==> src/rtl/tc_status_pkg.sv <==
// Shared types and ASCII constants for the testcase status reporter.
// Optional watchdog is enabled by defining TC_REPORT_TIMEOUT_EN.
package tc_status_pkg;

  typedef enum logic [1:0] {
    ST_IDLE    = 2'd0,
    ST_RUNNING = 2'd1,
    ST_REPORT  = 2'd2
  } state_t;

  typedef enum logic [1:0] {
    PFX_PASS = 2'd0,
    PFX_FAIL = 2'd1,
    PFX_TOUT = 2'd2
  } pfx_t;

  localparam int PFX_LEN = 5;

  localparam logic [39:0] ASC_PASS = "PASS ";
  localparam logic [39:0] ASC_FAIL = "FAIL ";
  localparam logic [39:0] ASC_TOUT = "TOUT ";

  localparam logic [7:0] ASC_SPACE = 8'h20;
  localparam logic [7:0] ASC_LF    = 8'h0A;

  function automatic logic [7:0] nibble_to_ascii(
    input logic [3:0] n
  );
    if (n < 4'd10) begin
      return 8'h30 + {4'h0, n};
    end
    return 8'h37 + {4'h0, n};
  endfunction

endpackage

==> src/rtl/tc_msg_serializer.sv <==
// Walks the verdict line one byte at a time onto a valid/ready stream.
// Line fields come from registers held stable by the parent during REPORT.
module tc_msg_serializer
  import tc_status_pkg::*;
#(
  parameter int ID_W  = 8,
  parameter int ERR_W = 16
) (
  input  logic             clk,
  input  logic             rst,
  input  logic             start,
  input  pfx_t             pfx,
  input  logic [ID_W-1:0]  id,
  input  logic [ERR_W-1:0] err,
  input  logic             m_ready,
  output logic [7:0]       m_data,
  output logic             m_valid,
  output logic             done
);

  localparam int ID_N   = ID_W / 4;
  localparam int ERR_N  = ERR_W / 4;
  localparam int ID_POS = PFX_LEN;
  localparam int SP_POS = ID_POS + ID_N;
  localparam int ER_POS = SP_POS + 1;
  localparam int LF_POS = ER_POS + ERR_N;
  localparam int IW     = $clog2(LF_POS + 1);

  localparam logic [IW-1:0] LAST = IW'(LF_POS);

  logic [IW-1:0] idx;
  logic [39:0]   pfx_str;
  logic [7:0]    byte_c;
  int            pos;

  always_ff @(posedge clk) begin
    if (rst) begin
      m_valid <= 1'b0;
      idx     <= '0;
    end else if (start) begin
      m_valid <= 1'b1;
      idx     <= '0;
    end else if (m_valid && m_ready) begin
      if (idx == LAST) begin
        m_valid <= 1'b0;
        idx     <= '0;
      end else begin
        idx <= idx + IW'(1);
      end
    end
  end

  always_comb begin
    pfx_str = ASC_FAIL;
    unique case (pfx)
      PFX_PASS: pfx_str = ASC_PASS;
      PFX_FAIL: pfx_str = ASC_FAIL;
      PFX_TOUT: pfx_str = ASC_TOUT;
      default:  pfx_str = ASC_FAIL;
    endcase
  end

  // Hex fields are emitted MSB nibble first.
  always_comb begin
    pos    = int'(idx);
    byte_c = ASC_LF;
    if (pos < ID_POS) begin
      byte_c = pfx_str[(PFX_LEN-1-pos)*8 +: 8];
    end else if (pos < SP_POS) begin
      byte_c = nibble_to_ascii(id[(SP_POS-1-pos)*4 +: 4]);
    end else if (pos == SP_POS) begin
      byte_c = ASC_SPACE;
    end else if (pos < LF_POS) begin
      byte_c = nibble_to_ascii(err[(LF_POS-1-pos)*4 +: 4]);
    end
  end

  assign m_data = m_valid ? byte_c : 8'h00;
  assign done   = m_valid && m_ready && (idx == LAST);

endmodule

==> src/rtl/tc_status_reporter.sv <==
// Collects per-testcase check results and emits one ASCII verdict line.
// Define TC_REPORT_TIMEOUT_EN to add the RUNNING-state watchdog.
module tc_status_reporter
  import tc_status_pkg::*;
#(
  parameter int GC_ID_WIDTH       = 8,
  parameter int GC_ERR_WIDTH      = 16,
  parameter int GC_TIMEOUT_CYCLES = 1000000
) (
  input  logic                    clk,
  input  logic                    rst,
  input  logic                    tc_start,
  input  logic [GC_ID_WIDTH-1:0]  tc_id,
  input  logic                    tc_end,
  input  logic                    chk_valid,
  input  logic                    chk_pass,
  output logic [7:0]              m_data,
  output logic                    m_valid,
  input  logic                    m_ready,
  output logic                    busy,
  output logic [GC_ERR_WIDTH-1:0] err_count,
  output logic                    protocol_err
);

  localparam logic [GC_ERR_WIDTH-1:0] ERR_MAX = '1;

  if ((GC_ID_WIDTH % 4) != 0 || GC_ID_WIDTH < 4 || GC_ID_WIDTH > 32)
    $error("GC_ID_WIDTH must be a multiple of 4 in 4..32");
  if ((GC_ERR_WIDTH % 4) != 0 || GC_ERR_WIDTH < 4 || GC_ERR_WIDTH > 32)
    $error("GC_ERR_WIDTH must be a multiple of 4 in 4..32");
  if (GC_TIMEOUT_CYCLES < 1)
    $error("GC_TIMEOUT_CYCLES must be positive");

  state_t state;
  state_t state_nx;

  logic [GC_ID_WIDTH-1:0]  id_q;
  logic [GC_ERR_WIDTH-1:0] err_q;
  logic                    tout_q;
  logic                    tout_hit;
  logic                    ser_start;
  logic                    ser_done;
  logic                    err_inc;
  logic                    proto_viol;
  pfx_t                    pfx;

`ifdef TC_REPORT_TIMEOUT_EN
  localparam int TW = $clog2(GC_TIMEOUT_CYCLES + 1);
  localparam logic [TW-1:0] T_LAST = TW'(GC_TIMEOUT_CYCLES - 1);

  logic [TW-1:0] tcnt;

  always_ff @(posedge clk) begin
    if (rst || state != ST_RUNNING) begin
      tcnt <= '0;
    end else begin
      tcnt <= tcnt + TW'(1);
    end
  end

  // A real tc_end in the limit cycle takes precedence over the watchdog.
  assign tout_hit = (state == ST_RUNNING) && !tc_end && (tcnt == T_LAST);
`else
  assign tout_hit = 1'b0;
`endif

  always_ff @(posedge clk) begin
    if (rst) begin
      state <= ST_IDLE;
    end else begin
      state <= state_nx;
    end
  end

  always_comb begin
    state_nx = state;
    unique case (state)
      ST_IDLE: begin
        if (tc_start) state_nx = ST_RUNNING;
      end
      ST_RUNNING: begin
        if (tc_end || tout_hit) state_nx = ST_REPORT;
      end
      ST_REPORT: begin
        if (ser_done) state_nx = ST_IDLE;
      end
      default: state_nx = ST_IDLE;
    endcase
  end

  always_comb begin
    busy = (state != ST_IDLE);
  end

  assign ser_start = (state == ST_RUNNING) && (tc_end || tout_hit);

  assign err_inc = (state == ST_RUNNING) && chk_valid &&
                   !chk_pass && (err_q != ERR_MAX);

  assign proto_viol = (tc_start && state != ST_IDLE) ||
                      (tc_end && state != ST_RUNNING);

  always_ff @(posedge clk) begin
    if (rst) begin
      id_q         <= '0;
      err_q        <= '0;
      tout_q       <= 1'b0;
      protocol_err <= 1'b0;
    end else begin
      if (state == ST_IDLE && tc_start) begin
        id_q   <= tc_id;
        err_q  <= '0;
        tout_q <= 1'b0;
      end
      if (err_inc) begin
        err_q <= err_q + GC_ERR_WIDTH'(1);
      end
      if (ser_start) begin
        tout_q <= tout_hit;
      end
      if (proto_viol) begin
        protocol_err <= 1'b1;
      end
    end
  end

  // Verdict uses the registered count, which already includes the tc_end cycle.
  always_comb begin
    pfx = PFX_FAIL;
    unique case (1'b1)
      tout_q:       pfx = PFX_TOUT;
      err_q == '0:  pfx = PFX_PASS;
      default:      pfx = PFX_FAIL;
    endcase
  end

  assign err_count = err_q;

  tc_msg_serializer #(
    .ID_W  (GC_ID_WIDTH),
    .ERR_W (GC_ERR_WIDTH)
  ) u_ser (
    .clk     (clk),
    .rst     (rst),
    .start   (ser_start),
    .pfx     (pfx),
    .id      (id_q),
    .err     (err_q),
    .m_ready (m_ready),
    .m_data  (m_data),
    .m_valid (m_valid),
    .done    (ser_done)
  );

endmodule

==> config.mk <==
export PLATFORM = sky130hd
export DESIGN_NAME = tc_status_reporter
export DESIGN_NICKNAME = d
export VERILOG_FILES = /design/src/rtl/tc_status_pkg.sv /design/src/rtl/tc_msg_serializer.sv /design/src/rtl/tc_status_reporter.sv
export SDC_FILE = /design/constraint.sdc
export NUM_CORES = 1
export LEC_CHECK = 0
export ABC_AREA = 1
export CORE_MARGIN = 2
export CORE_UTILIZATION = 60
export CTS_BUF_LIST = sky130_fd_sc_hd__clkbuf_8
export DETAILED_ROUTE_END_ITERATION = 8
export GPL_TIMING_DRIVEN = 0
export PLACE_DENSITY = 0.89
export SLEW_MARGIN = 25
export SYNTH_ARGS = -nofsm -noshare
export SYNTH_HDL_FRONTEND = slang
export SYNTH_SLANG_ARGS = --single-unit
==> constraint.sdc <==
create_clock -name clk -period 4.26 [get_ports clk]
set_clock_uncertainty 0.15 [all_clocks]
set_input_delay 0.852 -clock clk [delete_from_list [all_inputs] [get_ports clk]]
set_output_delay 0.852 -clock clk [all_outputs]
set_load 0.02 [all_outputs]
==> Word level (Yosys, flattened, before mapping) <==
Index checks and enable logic that the tools add are counted.
{ "totals": {"regBits": 32, "input_bits": 15, "output_inout_bits": 27, "elab_cells": 83} }
{ "classes": {"add_sub_neg": 9, "magnitude_cmp": 5, "eq_ne": 10, "shift": 3, "muxes": 29, "n_reduce_logical": 21} }
{ "ops": {"columns": ["operator", "n"], "rows": [
  ["case mux 37 bit (2 select lines)", 1],
  ["two-way mux 8 bit", 9],
  ["indexed part select 40 x 32 -> 8 bit", 1],
  ["two-way mux 16 bit", 2],
  ["indexed part select 16 x 32 -> 4 bit", 1],
  ["indexed part select 8 x 32 -> 4 bit", 1],
  ["adder 6 x 4 -> 7 bit (first input constant)", 4],
  ["adder 16 x 1 -> 16 bit (second input constant)", 1],
  ["zero test 16 bit", 1],
  ["inequality test 16 bit (second input constant)", 1],
  ["less-than comparator 4 bit (second input constant)", 3],
  ["two-way mux 1 bit", 12],
  ["subtractor 3 x 4 -> 5 bit (first input constant)", 2],
  ["logical AND 1 bit", 9],
  ["== test 4 bit (second input constant)", 2],
  ["less-than comparator 4 x 3 -> 1 bit (second input constant)", 2],
  ["nonzero test 2 bit", 4],
  ["two-way mux 2 bit", 3],
  ["inequality test 2 bit (second input constant)", 3],
  ["case mux 2 bit (3 select lines)", 1],
  ["subtractor 4 x 4 -> 5 bit (first input constant)", 1],
  ["adder 4 x 1 -> 4 bit (second input constant)", 1],
  ["zero test 2 bit", 2],
  ["two-way mux 4 bit", 1],
  ["other kinds (9)", 9]
]} }

==> Depth between registers and ports, before layout <==
{ "logic_depth": {"depth_word": 14, "mapped_depth": 14, "ltp_nobuf": 13} }

==> Cells and area by module <==
From an unflattened synthesis, not the netlist that was laid out.
{ "hier_totals": {"hier_cells": 444, "area_unflattened_um2": 2688.8} }
{ "by_module_without_submodules": {"columns": ["module", "instances", "cells_per_inst", "area_each_um2"], "rows": [
  ["tc_status_reporter", 1, 210, 1456.4],
  ["tc_msg_serializer", 1, 234, 1232.4]
]} }

==> Worst setup path before layout <==
No wires, ideal clock.
{ "synth_timing": {"path_type": "reg2out", "startpoint": "register u_ser.idx[0]", "endpoint": "output m_data[6]", "t_arrival_ns": 2.060, "required_ns": 3.258, "slack_ns": 1.198, "path_stages_with_launch": 13, "path_buffers": 1, "cell_sequence": "dfxtp_1 inv_1 buf_4 ha_1 nand2_1 nor2_1 inv_1 ha_1 nand2_1 nand3_1 nand2_1 a21oi_1 nor3_1"} }
{ "synth_via": {"elab_chain_cells": 14} }
{ "synth_rtl": {"columns": ["element", "line_no", "text"], "rows": [
  ["start, declared", "tc_msg_serializer.sv:31", "logic [IW-1:0] idx;"],
  ["start signal, assigned", "tc_msg_serializer.sv:48", "idx <= idx + IW'(1);"],
  ["subtractor 4 x 4 -> 5 bit", "tc_msg_serializer.sv:74", "byte_c = nibble_to_ascii(err[(LF_POS-1-pos)*4 +: 4]);"],
  ["indexed part select 16 x 32 -> 4 bit", "tc_msg_serializer.sv:74", null],
  ["less-than comparator 4 bit", "tc_status_pkg.sv:29", "if (n < 4'd10) begin"],
  ["two-way mux 1 bit", "tc_status_pkg.sv:29", null],
  ["two-way mux 1 bit", "tc_msg_serializer.sv:73", "end else if (pos < LF_POS) begin"],
  ["two-way mux 1 bit", "tc_msg_serializer.sv:71", "end else if (pos == SP_POS) begin"],
  ["two-way mux 1 bit", "tc_msg_serializer.sv:69", "end else if (pos < SP_POS) begin"],
  ["two-way mux 1 bit", "tc_msg_serializer.sv:67", "if (pos < ID_POS) begin"],
  ["two-way mux 8 bit", "tc_status_pkg.sv:32", "return 8'h37 + {4'h0, n};"],
  ["two-way mux 8 bit", "tc_msg_serializer.sv:73", null],
  ["two-way mux 8 bit", "tc_msg_serializer.sv:71", null],
  ["two-way mux 8 bit", "tc_msg_serializer.sv:69", null],
  ["two-way mux 8 bit *", "tc_msg_serializer.sv:67", null],
  ["two-way mux 8 bit *", "tc_msg_serializer.sv:78", "assign m_data = m_valid ? byte_c : 8'h00;"],
  ["end, declared", "tc_status_reporter.sv:17", "output logic [7:0] m_data,"]
]} }
Mark *: on every way between the ends. The rest lies on a longest branch, timed or not. The select of a mux whose other input is x is not followed.

==> Worst setup path in the final report <==
{ "layout_timing": {"startpoint": "register u_ser.idx[1]", "endpoint": "output m_data[6]"} }
The elaborated chain is that of the path after synthesis.

==> impl_metrics.tcl <==
set metrics [dict create \
    layout.nets 477 \
    period_share_pct 94.3 \
    p_int_w 0.000465 \
    tightest_slew_ns 0.538 \
    initial_core_util_pct 62.2 \
    synth.distinct_cells 32 \
    p_leak_nw 1.25 \
    track_usage_pct 30.8 \
    synth_edf_count 0 \
    yosysSeqAreaShare_pct 26.0 \
    critPathLaunch "u_ser.idx[1]" \
    postCtsSetupBuffers 0 \
    crit_arrival_ns 3.02 \
    dieWidth_um 68.1 \
    core-area_sq_mm 0.00397 \
    netlist_area_sq_mm 0.00247 \
    cts.clk_slew.worst_paths_ns 0.08 \
    tns_ns 0 \
    fmax_ghz 0.249 \
    viasPerCell 5.67 \
    seq_power_share_pct 47.9 \
    drt_iter0_drc 232 \
    synth_async_sr_flop_share_pct 0 \
    clockBufferDepth 2 \
    drtPass1Iterations 5 \
    holdBufCountCts 0 \
    cts_resized 0 \
    pwr-share-comb_pct 15.2 \
    p_clk_share_pct 37.0 \
    p_per_area_mw_per_mm2 219 \
    clkSinkCount 32 \
    endpoint_kind "output port" \
    synth.top_cells.by_count "nand2_1, inv_1, nand3_1, a21oi_1, nor2_1" \
    fin_area_sq_mm 0.00301 \
    outcome "finished, final reports clean" \
    dpl_worst_slack_ns 0.605 \
    setup.worst_path.start_class "flip-flop" \
    die_y_um 68.1 \
    switching_power_w 0.000197 \
    rsz0062_at_grt "no" \
    drive_above_1_share_pct 7.51 \
    dieArea_sq_mm 0.00464 \
    synth_top_flop_cell "dfxtp_1" \
    yosys_warnings 0 \
    utilization_pct 75.9 \
    hp-start "id_q[0]" \
    fp-row-count 23 \
    cts_tree "done" \
    worstHoldPathType "flip-flop to flip-flop" \
    clkLatencyLatePin_ns 0.30 \
    pin_count 42 \
    netlist_instances 406 \
    wl_mm 6.74 \
    cap_viol_max_count 0 \
    slew_headroom_pct 64.2 \
    grt_pass1_wl_mm 10.8 \
    final-setup-viol-count 0 \
    drc_errors 0 \
    synth_most_common_cell "nand2_1" \
    swShare_pct 29.7 \
    antenna_found_initial 0 \
    hpwl_mm 5.05 \
    avgSynthCellArea_sq_um 6.08 \
    r2r_start "err_count[0]" \
    synth.top_cell.area_share_pct 26.0 \
    yosysTopAreaCell "dfxtp_1" \
    postPlaceCellArea_sq_mm 0.00292 \
    antenna_cells 0 \
    htreeDepth 2 \
    setup_slack_ns 0.243 \
    crit_fanout 8 \
    grt_remaining_overflow 0 \
    cts_inserted_buffers 5 \
    synth-seq-cells 32 \
    area_delta_synth_final_pct 22.1 \
    ant_nets 0 \
    vias 2854 \
    finalWeightedCongestion 0.925 \
    cts_root_buf "clkbuf_8" \
    crit_required_ns 3.26 \
    layout_min_cycle_time_ns 4.02 \
    grt_max_degree 13 \
    hold_viol_final 0 \
    syn_nets 431 \
    wl_per_cell_um 13.4 \
    place.port_buffers 39 \
    drv_slew 0 \
    grt_pass1_vias 2418 \
    critPathKind "flip-flop to output port" \
    synth_area_leaders "dfxtp_1, nand2_1, nand3_1" \
    peakVddDrop_uv 210 \
]
registers in the layout (all words and copies together), names as in the netlist:
signal	flops
err_count	16
id_q	8
u_ser.idx	4
state	2
protocol_err	1
u_ser.m_valid	1
kinds of logic (layout without fill, tap and decap cells):
| kind of cell | Yosys count | after routing | synth area share [%] |
|---|---|---|---|
| AOI/OAI and AO/OA | 74 | 74 | 15.5 |
| xor gates and xnor gates | 9 | 9 | 3.19 |
| adders and majority gates | 10 | 10 | 5.07 |
| buffers and inverters | 66 | 113 | 11.6 |
| DFF | 32 | 32 | 26.0 |
| other | 1 | 1 | 0.152 |
| and+or+nand+nor | 214 | 214 | 38.6 |
metrics by stage:
| step | hold slack (ns) | instances | power (W) |
|---|---|---|---|
| 2_1_floorplan | 0.274 | 406 | 0.000383 |
| 3_3_place_gp | 0.284 | 495 | 0.000420 |
| 3_5_place_dp | 0.291 | 495 | 0.000422 |
| 4_1_cts | 0.302 | 503 | 0.000664 |
| 5_1_grt | 0.316 | 503 | 0.000689 |
| 6_report | 0.302 | 503 | 0.000662 |
metal layers:
| layer | share of wire, % | GRT usage [%] | vias to the layer above |
|---|---|---|---|
| li1 | - | - | 1419 |
| met1 | 45 | 41.9 | 1280 |
| met2 | 46 | 50.1 | 140 |
| met3 | 7.6 | 4.77 | 15 |
| met4 | 1.6 | 9.00 | 0 |
| met5 | 0 | 0 | - |
final timing paths:
path             endpoint  slack [ns]  cells after the start
max reg2reg  err_count[6]        2.11                     11
max             m_data[6]        0.24                     13
min reg2reg       id_q[0]        0.30                      2
min               id_q[0]        0.30                      2
power groups by stage:
| stage | clock, W | combinational, W | sequential, W |
|---|---|---|---|
| finish | 0.000245 | 0.000100 | 0.000317 |
| global route | 0.000261 | 0.000110 | 0.000318 |
| CTS | 0.000249 | 0.0000989 | 0.000316 |
| detailed placement | 0 | 0.0000983 | 0.000323 |
| global placement | 0 | 0.0000970 | 0.000323 |
| floorplan | 0 | 0.0000593 | 0.000324 |
area by class of cell:
cell class                      count  area [sq um]
Clock inverter                      3          23.8
Tap cell                           50          62.6
Buffer                             13          86.3
Sequential cell                    32           641
Multi-Input combinational cell    308          1540
Clock buffer                        5          68.8
Timing Repair Buffer               39           390
Inverter                           53           199
Fill cell                         336           957
layout by cell type, fill, tap and decap left out, types with 4 or more instances in the layout:
cell and n:
dfxtp_1 32, ha_1 10, clkdlybuf4s50_1 39, nand3_1 47, nor2_2 4, clkbuf_8 5, a21oi_1 38, clkbuf_1 4
nand4_1 8, nand2_1 96, o21ai_0 25, nor3_1 10, buf_4 4, inv_2 5, o21ai_1 4, nor2_1 38
xor2_1 8, inv_1 48
worst max-delay path: stages (launching register included):
cell	delay, ns
dfxtp_1	0.34
buf_2	0.20
inv_2	0.11
ha_1	0.41
nand2_1	0.14
inv_2	0.10
nand2_1	0.07
ha_1	0.26
nand2_1	0.08
nand3_1	0.08
nand2_1	0.08
a21oi_1	0.05
nor3_1	0.16
clkdlybuf4s50_1	0.63
No activity file was read; power rests on OpenSTA's default activity.
